### src/rtl/pm_cpu_pkg.sv
// Shared S1C88 CPU types: fetch FSM states, immediate-size codes
// and the instruction bundle handed from fetch to execute.
package pm_cpu_pkg;

    localparam logic IMM_SIZE_8    = 1'b0;
    localparam logic IMM_SIZE_16   = 1'b1;
    localparam int   MAX_INSTR_LEN = 4;

    typedef logic [$clog2(MAX_INSTR_LEN+1)-1:0] len_t;

    typedef enum logic [2:0] {
        FS_IDLE,
        FS_FETCH_OP,
        FS_DISPATCH,
        FS_FETCH_EXT,
        FS_FETCH_IMM_LO,
        FS_FETCH_IMM_HI,
        FS_VALID
    } fetch_state_t;

    typedef struct packed {
        logic [7:0]  opcode;
        logic [7:0]  opext;
        logic [15:0] imm;
        logic [15:0] pc;
        len_t        len;
    } fetch_instr_t;

endpackage

### src/rtl/instr_fetch.sv
// Byte-serial S1C88 instruction fetch sequencer feeding the opcode decoder.
// Define FETCH_PREFETCH_EN to prefetch the next opcode while execute stalls.
module instr_fetch
    import pm_cpu_pkg::*;
#(
    parameter int ADDR_WIDTH = 24
) (
    input  logic                  clk,
    input  logic                  reset,
    output logic                  mem_req,
    output logic [ADDR_WIDTH-1:0] mem_addr,
    input  logic                  mem_ack,
    input  logic [7:0]            mem_data,
    output logic [7:0]            dec_opcode,
    output logic [7:0]            dec_opext,
    input  logic                  dec_need_opext,
    input  logic                  dec_need_imm,
    input  logic                  dec_imm_size,
    input  logic                  redirect,
    input  logic [15:0]           redirect_pc,
    output logic                  instr_valid,
    input  logic                  instr_ready,
    output logic [7:0]            instr_opcode,
    output logic [7:0]            instr_opext,
    output logic [15:0]           instr_imm,
    output logic [15:0]           instr_pc,
    output logic [2:0]            instr_len
);

`ifdef FETCH_PREFETCH_EN
    localparam logic VALID_REQ = 1'b1;
`else
    localparam logic VALID_REQ = 1'b0;
`endif

    fetch_state_t state;
    fetch_instr_t ins;
    logic [15:0]  pc;
    logic         req_q;
    logic         valid_q;
    logic         ext_done;
    logic         redir_pend;
    logic [15:0]  redir_pc;
    logic [15:0]  pc_inc;
    logic [15:0]  tgt;

    assign pc_inc = pc + 16'd1;
    // A redirect in the ack cycle beats one parked earlier.
    assign tgt    = redirect ? redirect_pc : redir_pc;

`ifdef FETCH_PREFETCH_EN
    logic [7:0] pf_buf;
    logic       pf_valid;
    logic       outstanding;

    assign outstanding = req_q && !mem_ack;
`endif

    always_ff @(posedge clk) begin
        if (reset) begin
            state      <= FS_IDLE;
            ins        <= '0;
            pc         <= '0;
            req_q      <= 1'b0;
            valid_q    <= 1'b0;
            ext_done   <= 1'b0;
            redir_pend <= 1'b0;
            redir_pc   <= '0;
`ifdef FETCH_PREFETCH_EN
            pf_buf     <= '0;
            pf_valid   <= 1'b0;
`endif
        end else begin
            unique case (state)
                FS_IDLE: begin
                    if (redirect) begin
                        pc    <= redirect_pc;
                        req_q <= 1'b1;
                        state <= FS_FETCH_OP;
                    end
                end

                FS_FETCH_OP, FS_FETCH_EXT,
                FS_FETCH_IMM_LO, FS_FETCH_IMM_HI: begin
                    if (mem_ack && (redirect || redir_pend)) begin
                        pc         <= tgt;
                        redir_pend <= 1'b0;
                        state      <= FS_FETCH_OP;
                    end else if (mem_ack) begin
                        pc      <= pc_inc;
                        ins.len <= ins.len + 3'd1;
                        unique case (state)
                            FS_FETCH_OP: begin
                                ins.opcode <= mem_data;
                                ins.opext  <= '0;
                                ins.imm    <= '0;
                                ins.pc     <= pc;
                                ins.len    <= 3'd1;
                                ext_done   <= 1'b0;
                                req_q      <= 1'b0;
                                state      <= FS_DISPATCH;
                            end
                            FS_FETCH_EXT: begin
                                ins.opext <= mem_data;
                                ext_done  <= 1'b1;
                                req_q     <= 1'b0;
                                state     <= FS_DISPATCH;
                            end
                            FS_FETCH_IMM_LO: begin
                                ins.imm <= {8'h00, mem_data};
                                if (dec_imm_size == IMM_SIZE_8) begin
                                    req_q   <= VALID_REQ;
                                    valid_q <= 1'b1;
                                    state   <= FS_VALID;
                                end else begin
                                    state <= FS_FETCH_IMM_HI;
                                end
                            end
                            default: begin
                                ins.imm[15:8] <= mem_data;
                                req_q         <= VALID_REQ;
                                valid_q       <= 1'b1;
                                state         <= FS_VALID;
                            end
                        endcase
                    end else if (redirect) begin
                        redir_pend <= 1'b1;
                        redir_pc   <= redirect_pc;
                    end
                end

                FS_DISPATCH: begin
                    if (redirect) begin
                        pc    <= redirect_pc;
                        req_q <= 1'b1;
                        state <= FS_FETCH_OP;
                    end else if (dec_need_opext && !ext_done) begin
                        req_q <= 1'b1;
                        state <= FS_FETCH_EXT;
                    end else if (dec_need_imm) begin
                        req_q <= 1'b1;
                        state <= FS_FETCH_IMM_LO;
                    end else begin
                        req_q   <= VALID_REQ;
                        valid_q <= 1'b1;
                        state   <= FS_VALID;
                    end
                end

                FS_VALID: begin
`ifdef FETCH_PREFETCH_EN
                    if (redirect) begin
                        valid_q  <= 1'b0;
                        pf_valid <= 1'b0;
                        req_q    <= 1'b1;
                        state    <= FS_FETCH_OP;
                        if (outstanding) begin
                            redir_pend <= 1'b1;
                            redir_pc   <= redirect_pc;
                        end else begin
                            pc <= redirect_pc;
                        end
                    end else if (instr_ready) begin
                        valid_q <= 1'b0;
                        if (pf_valid || (req_q && mem_ack)) begin
                            ins.opcode <= pf_valid ? pf_buf : mem_data;
                            ins.pc     <= pf_valid ? pc - 16'd1 : pc;
                            ins.opext  <= '0;
                            ins.imm    <= '0;
                            ins.len    <= 3'd1;
                            ext_done   <= 1'b0;
                            pf_valid   <= 1'b0;
                            req_q      <= 1'b0;
                            state      <= FS_DISPATCH;
                            if (!pf_valid) pc <= pc_inc;
                        end else begin
                            state <= FS_FETCH_OP;
                        end
                    end else if (req_q && mem_ack) begin
                        pf_buf   <= mem_data;
                        pf_valid <= 1'b1;
                        pc       <= pc_inc;
                        req_q    <= 1'b0;
                    end
`else
                    if (redirect) begin
                        pc      <= redirect_pc;
                        valid_q <= 1'b0;
                        req_q   <= 1'b1;
                        state   <= FS_FETCH_OP;
                    end else if (instr_ready) begin
                        valid_q <= 1'b0;
                        req_q   <= 1'b1;
                        state   <= FS_FETCH_OP;
                    end
`endif
                end

                default: state <= FS_IDLE;
            endcase
        end
    end

    assign mem_req      = req_q;
    assign mem_addr     = ADDR_WIDTH'(pc);
    assign dec_opcode   = ins.opcode;
    assign dec_opext    = ins.opext;
    assign instr_valid  = valid_q;
    assign instr_opcode = ins.opcode;
    assign instr_opext  = ins.opext;
    assign instr_imm    = ins.imm;
    assign instr_pc     = ins.pc;
    assign instr_len    = ins.len;

endmodule

### config.mk
export PLATFORM = sky130hd
export DESIGN_NAME = instr_fetch
export DESIGN_NICKNAME = d
export VERILOG_FILES = /design/src/rtl/pm_cpu_pkg.sv /design/src/rtl/instr_fetch.sv
export SDC_FILE = /design/constraint.sdc
export NUM_CORES = 1
export LEC_CHECK = 0
export CELL_PAD_IN_SITES_DETAIL_PLACEMENT = 1
export CELL_PAD_IN_SITES_GLOBAL_PLACEMENT = 1
export CORE_ASPECT_RATIO = 1.5
export CORE_MARGIN = 8
export CORE_UTILIZATION = 49
export CTS_CLUSTER_SIZE = 16
export DETAILED_ROUTE_END_ITERATION = 6
export DONT_BUFFER_PORTS = 1
export HOLD_SLACK_MARGIN = 0.08
export PLACE_DENSITY_LB_ADDON = 0.1
export SETUP_SLACK_MARGIN = 0.3
export SYNTH_ARGS = -nofsm -noshare
export SYNTH_HDL_FRONTEND = slang
export SYNTH_SLANG_ARGS = --single-unit
export TNS_END_PERCENT = 10
### constraint.sdc
create_clock -name clk -period 3.5 [get_ports clk]
set_input_delay 0.875 -clock clk [delete_from_list [all_inputs] [get_ports clk]]
set_output_delay 0.875 -clock clk [all_outputs]
set_load 0.02 [all_outputs]
==> results.cfg, run 1 <==
[power]
power_frac_seq = 0.495
switching_share = 0.315
power.density_nw_per_um2 = 523
p_int_mw = 1.68
switchingPower_mw = 0.771
combPwrFrac = 0.145
ir_worst_vdd_v = 0.000292
p_clk_frac = 0.360
leakagePower_nw = 1.60

[final_layout]
antennaDiodeCount = 0
final_cell_mix = dfxtp_1 (90), nand2_1 (84), a21oi_1 (64)
postLayoutCoreUtil = 0.510
fin_nets = 557
mostFrequentLayoutCell = dfxtp_1
syn_to_final_growth_pct = 1.71
finalInstanceArea_um2 = 4690
final_cells = 639
drive_gt1_frac = 0.0892

[floorplanning]
die_w_um = 95.2
initial_core_util = 0.501
die_h_um = 135
ios = 125
fp-row-count = 43
die_area_um2 = 12800
core_um2 = 9200

[yosys]
netlist_instances = 560
avgSynthCellArea_um2 = 8.23
synth_cell_types = 63
async_flop_share = 0
synth_edf_count = 0
ys_ff_latch = 90
ys_seq_area_frac = 0.391
synth_ff_type = dfxtp_1
synth_area_um2 = 4610
yosysWarningCount = 0

[placed_design]
dp_hpwl_mm = 9.83
place_ws_ns = 0.912
dpl_cell_area_um2 = 4430
post-place-cells = 624
finalWeightedCongestion = 0.874
io_buffers = 0

[drt]
num_vias = 3926
drt-total-wl_mm = 13.9
ant_nets = 0
drt_iter0_markers = 210
wl_per_cell_um = 21.7
viasPerCell = 6.14
drc_errors = 0
drt-pass1-iter-count = 4

[timing]
worst_slew_pin_slew_ns = 0.972
post-route-period-util = 0.735
clock_skew_ns = 0.00727
fmax_ghz = 0.389
maxSlewViolCount = 0
relSlewSlack = 0.352
rsz0062_at_grt = no
setup_viol = 0
layout_setup_ws_ns = 0.928
min_period_ns = 2.57
hold_violations = 0
setup-tns-final_ns = 0

[clock_tree]
clk_pin_slew_worst_paths_ns = 0.06
cts_tree = yes
cts_buffer_depth = 2
post-cts-setup-buffer-count = 0
cts_sinks = 90
postCtsHoldBufs = 0
ctsResizeCount = 0
cts_root_buf = clkbuf_16
clk_latency_ns = 0.34
cts.htree.levels = 3
cts_buffers = 9

[global_route]
grt_pass1_vias = 3938
grt_max_degree = 91
gr-total-overflow = 0
grt_pass1_wl_mm = 21.6
track_usage = 0.216
antenna_found_initial = 0

[worst_setup_path]
end_kind = flop
worstPathArrival_ns = 2.79
worst_ep_required_time_ns = 3.72
worstSetupPathType = reg -> reg
cp-start-kind = flop
cp_max_fo = 23

[job]
max_cap_violations = 0

[status]
outcome = complete, no violations

[hold_path]
hp-class = reg -> reg
-- worst paths after layout --
kind / endpoint / slack (ns) / from / cells after the start
hold reg to reg: ext_done / 0.46 / ext_done / 2
setup / recovery: instr_len[2] / 0.93 / state[2] / 5
setup reg to reg: instr_len[2] / 0.93 / state[2] / 5
hold / removal: ext_done / 0.46 / ext_done / 2
-- final cells by class --
type / count / area, um^2
Sequential cell: 90 / 1800
Clock inverter: 5 / 32.5
Inverter: 9 / 33.8
Multi-Input combinational cell: 404 / 2380
Timing Repair Buffer: 9 / 67.6
Fill cell: 1132 / 4510
Clock buffer: 10 / 229
Tap cell: 112 / 140
-- worst max-delay path: stages, from the launching register on --
cell and delay [ns]:
dfxtp_1 0.70, clkinv_1 0.46, a221o_1 0.79, nand3_1 0.25
xor2_1 0.17, nor3_1 0.06
-- cell families (layout without fill, tap and decap cells) --
group           Yosys count  in the layout  synth area share
simple gates            212            212             0.226
flops                    90             90             0.391
fa+ha+maj                 2              2           0.00543
buf+inv                  73             33            0.0977
compound gates          151            151             0.214
mux                      21             21            0.0467
xor+xnor                 10             10            0.0190
other cells               1              8          0.000814
-- sequential cells by signal (all words and copies together) (netlist names), 3 cells and up --
signal / count
pc: 16
instr_imm: 16
dec_opcode: 8
dec_opext: 8
instr_len: 3
state: 3
redir_pc: 16
instr_pc: 16
-- metrics by stage --
stage	hold slack, ns	power (mW)
after floorplan	0.431	1.52
after global placement	0.435	1.58
after detailed placement	0.451	1.59
after CTS	0.462	2.46
after global routing	0.494	2.55
final	0.457	2.45
-- per-layer routing --
layer | global-route usage | up-vias | share of wire
met5 | 0 | - | 0
met4 | 0.0767 | 0 | 0.017
met3 | 0.0628 | 17 | 0.079
met2 | 0.365 | 113 | 0.51
met1 | 0.248 | 1934 | 0.40
li1 | - | 1862 | -
-- synth_stat cells (all sizes together) (4+ instances only) --
cell type / number / area, um^2
nor2: 61 / 231
xor2: 7 / 61.3
a211oi: 14 / 130
nor4: 8 / 77.6
nand4: 4 / 61.3
nor3: 17 / 101
clkbuf: 14 / 52.6
nor2b: 4 / 25.0
a221oi: 6 / 65.1
a31oi: 4 / 25.0
buf: 50 / 364
inv: 8 / 30.0
nand2: 84 / 315
o21ai: 21 / 105
o211ai: 5 / 37.5
and3: 4 / 25.0
nand2b: 6 / 52.6
mux2i: 20 / 200
dfxtp: 90 / 1800
nand3: 16 / 85.1
a22oi: 16 / 120
a21oi: 67 / 347
-- power groups by stage --
stage	combinational (mW)	clock (mW)	sequential (mW)
5_1_grt	0.393	0.934	1.22
2_1_floorplan	0.323	0	1.20
3_3_place_gp	0.341	0	1.23
3_5_place_dp	0.352	0	1.24
6_report	0.356	0.881	1.21
4_1_cts	0.355	0.893	1.21
Power figures use the tool's default switching activity.
==> run 2, diff against run 1 <==
--- a/config.mk
+++ b/config.mk
@@ -9,7 +9,7 @@
 export CELL_PAD_IN_SITES_GLOBAL_PLACEMENT = 1
 export CORE_ASPECT_RATIO = 1.5
 export CORE_MARGIN = 8
-export CORE_UTILIZATION = 49
+export CORE_UTILIZATION = 46
 export CTS_CLUSTER_SIZE = 16
 export DETAILED_ROUTE_END_ITERATION = 6
 export DONT_BUFFER_PORTS = 1
==> constraint.sdc (replaced) <==
create_clock -name clk -period 2.6 [get_ports clk]
set_input_delay 0.65 -clock clk [delete_from_list [all_inputs] [get_ports clk]]
set_output_delay 0.65 -clock clk [all_outputs]
set_load 0.02 [all_outputs]
==> run 2 against run 1 <==
Count of clock-buffer cells in the layout up 1. Cell count increased by 3.0%. Non-clock buffer count rose by 13. Total power rose by 39%. Sequential power is 30% higher. Critical path depth rose by 1. Combinational power rose by 57%. Routed wire length is 0.28% higher. Critical path type unchanged. Largest cell class unchanged.
==> results.cfg, run 2 (same netlist as run 1, synthesis figures left out) <==
[status]
outcome = complete, no violations

[timing]
worst_slew_pin_slew_ns = 0.745
clock_skew_ns = 0.00453
fmax_ghz = 0.477
post-route-period-util = 0.806
hold_violations = 0
relSlewSlack = 0.500
setup_viol = 0
maxSlewViolCount = 0
rsz0062_at_grt = no
min_period_ns = 2.10
setup-tns-final_ns = 0

[clock_tree]
ctsResizeCount = 0
cts_buffers = 9
cts_sinks = 90
clk_latency_ns = 0.33
cts_tree = yes
cts_root_buf = clkbuf_16
postCtsHoldBufs = 0
clk_pin_slew_worst_paths_ns = 0.06
post-cts-setup-buffer-count = 0
cts.htree.levels = 3
cts_buffer_depth = 2

[worst_setup_path]
setup.worst_path.start = state[0]
regToRegStartpoint = state[0]
worstPathArrival_ns = 2.31
cp-start-kind = flop
setup.worst_path.end = instr_len[2]
reg2reg_slack_ns = 0.50
worstSetupPathType = reg -> reg
r2r_end = instr_len[2]
ff2ff_path_depth = 6
worst_ep_required_time_ns = 2.81
cp_max_fo = 23
end_kind = flop

[drt]
num_vias = 3941
drc_errors = 0
wl_per_cell_um = 21.1
ant_nets = 0
drt-total-wl_mm = 13.9
viasPerCell = 5.99
drt-pass1-iter-count = 4
drt-met1-wl_mm = 5.62
drt_iter0_markers = 154
highest_layer = met4
wl_met2_mm = 7.23
met3_length_um = 859

[global_route]
grt_pass1_vias = 3995
grt_max_degree = 91
track_usage = 0.204
antenna_found_initial = 0
gr-total-overflow = 0
grt_pass1_wl_mm = 22.5

[power]
ir_worst_vdd_v = 0.000411
leakagePower_nw = 1.67
power.density_nw_per_um2 = 707

[placed_design]
finalWeightedCongestion = 0.805
dp_hpwl_mm = 10.1
dpl_cell_area_um2 = 4530
io_buffers = 0

[floorplanning]
fp-row-count = 45
initial_core_util = 0.463
die_h_um = 139
die_area_um2 = 13500
core_um2 = 9970
ios = 125
die_w_um = 97.7

[final_layout]
postLayoutCoreUtil = 0.483
finalInstanceArea_um2 = 4820
syn_to_final_growth_pct = 4.53
fin_nets = 570
final_cell_mix = dfxtp_1 (90), nand2_1 (84), a21oi_1 (64)
drive_gt1_frac = 0.111
mostFrequentLayoutCell = dfxtp_1
antennaDiodeCount = 0

[job]
max_cap_violations = 0

[hold_path]
hp-class = in -> reg
-- run 2: cell types whose count changed in the layout (fill, tap and decap cells not counted) --
cell / previous run / this run
clkbuf_1: 1 / 2
clkinv_2: 3 / 2
clkinv_4: 2 / 0
clkinvlp_4: 0 / 2
buf_4: 9 / 22
bufinv_16: 0 / 1
-- run 2: stage by stage --
stage | power, mW | worst slack (ns) | cells | hold slack, ns
after floorplan | 2.05 | 0.699 | 567 | 0.431
after global placement | 2.14 | 0.587 | 642 | 0.433
after detailed placement | 2.16 | 0.528 | 642 | 0.447
after CTS | 3.43 | 0.521 | 658 | 0.378
after global routing | 3.54 | 0.410 | 658 | 0.371
final | 3.41 | 0.504 | 658 | 0.385
-- run 2: cell type report --
type                            instances  area, um^2
Multi-Input combinational cell        404        2380
Inverter                                9        33.8
Sequential cell                        90        1800
Timing Repair Buffer                   22         165
Tap cell                              117         146
Fill cell                            1222        5150
Clock inverter                          5        55.1
Clock buffer                           11         233
-- run 2: how the worst min path moves through the flow --
stage / from / end / slack, ns / cells past startpoint
after global placement: ext_done / ext_done / 0.43 / 2
final: reset / dec_opcode[7] / 0.39 / 1
after floorplan: ext_done / ext_done / 0.43 / 2
after global routing: reset / instr_pc[4] / 0.37 / 1
after CTS: reset / dec_opcode[2] / 0.38 / 1
after detailed placement: ext_done / ext_done / 0.45 / 2
-- run 2: layer usage --
metal,vias to the layer above,GRT usage
met1,1942,0.227
met2,95,0.364
met5,-,0
met4,0,0.0528
met3,13,0.0618
li1,1891,-
-- run 2: critical path: stages, from the launching register on --
cell and delay [ns]:
dfxtp_1 0.75, mux2_4 0.37, a221o_1 0.29, buf_4 0.22
nand3_1 0.13, xor2_1 0.16, nor3_1 0.06
-- run 2: power by group --
part	switching, mW	leakage, nW	internal [mW]	total [mW]
Sequential	0.130	0.731	1.44	1.57
Combinational	0.357	0.807	0.201	0.558
Clock	0.530	0.136	0.743	1.27
Total	1.02	1.67	2.39	3.41
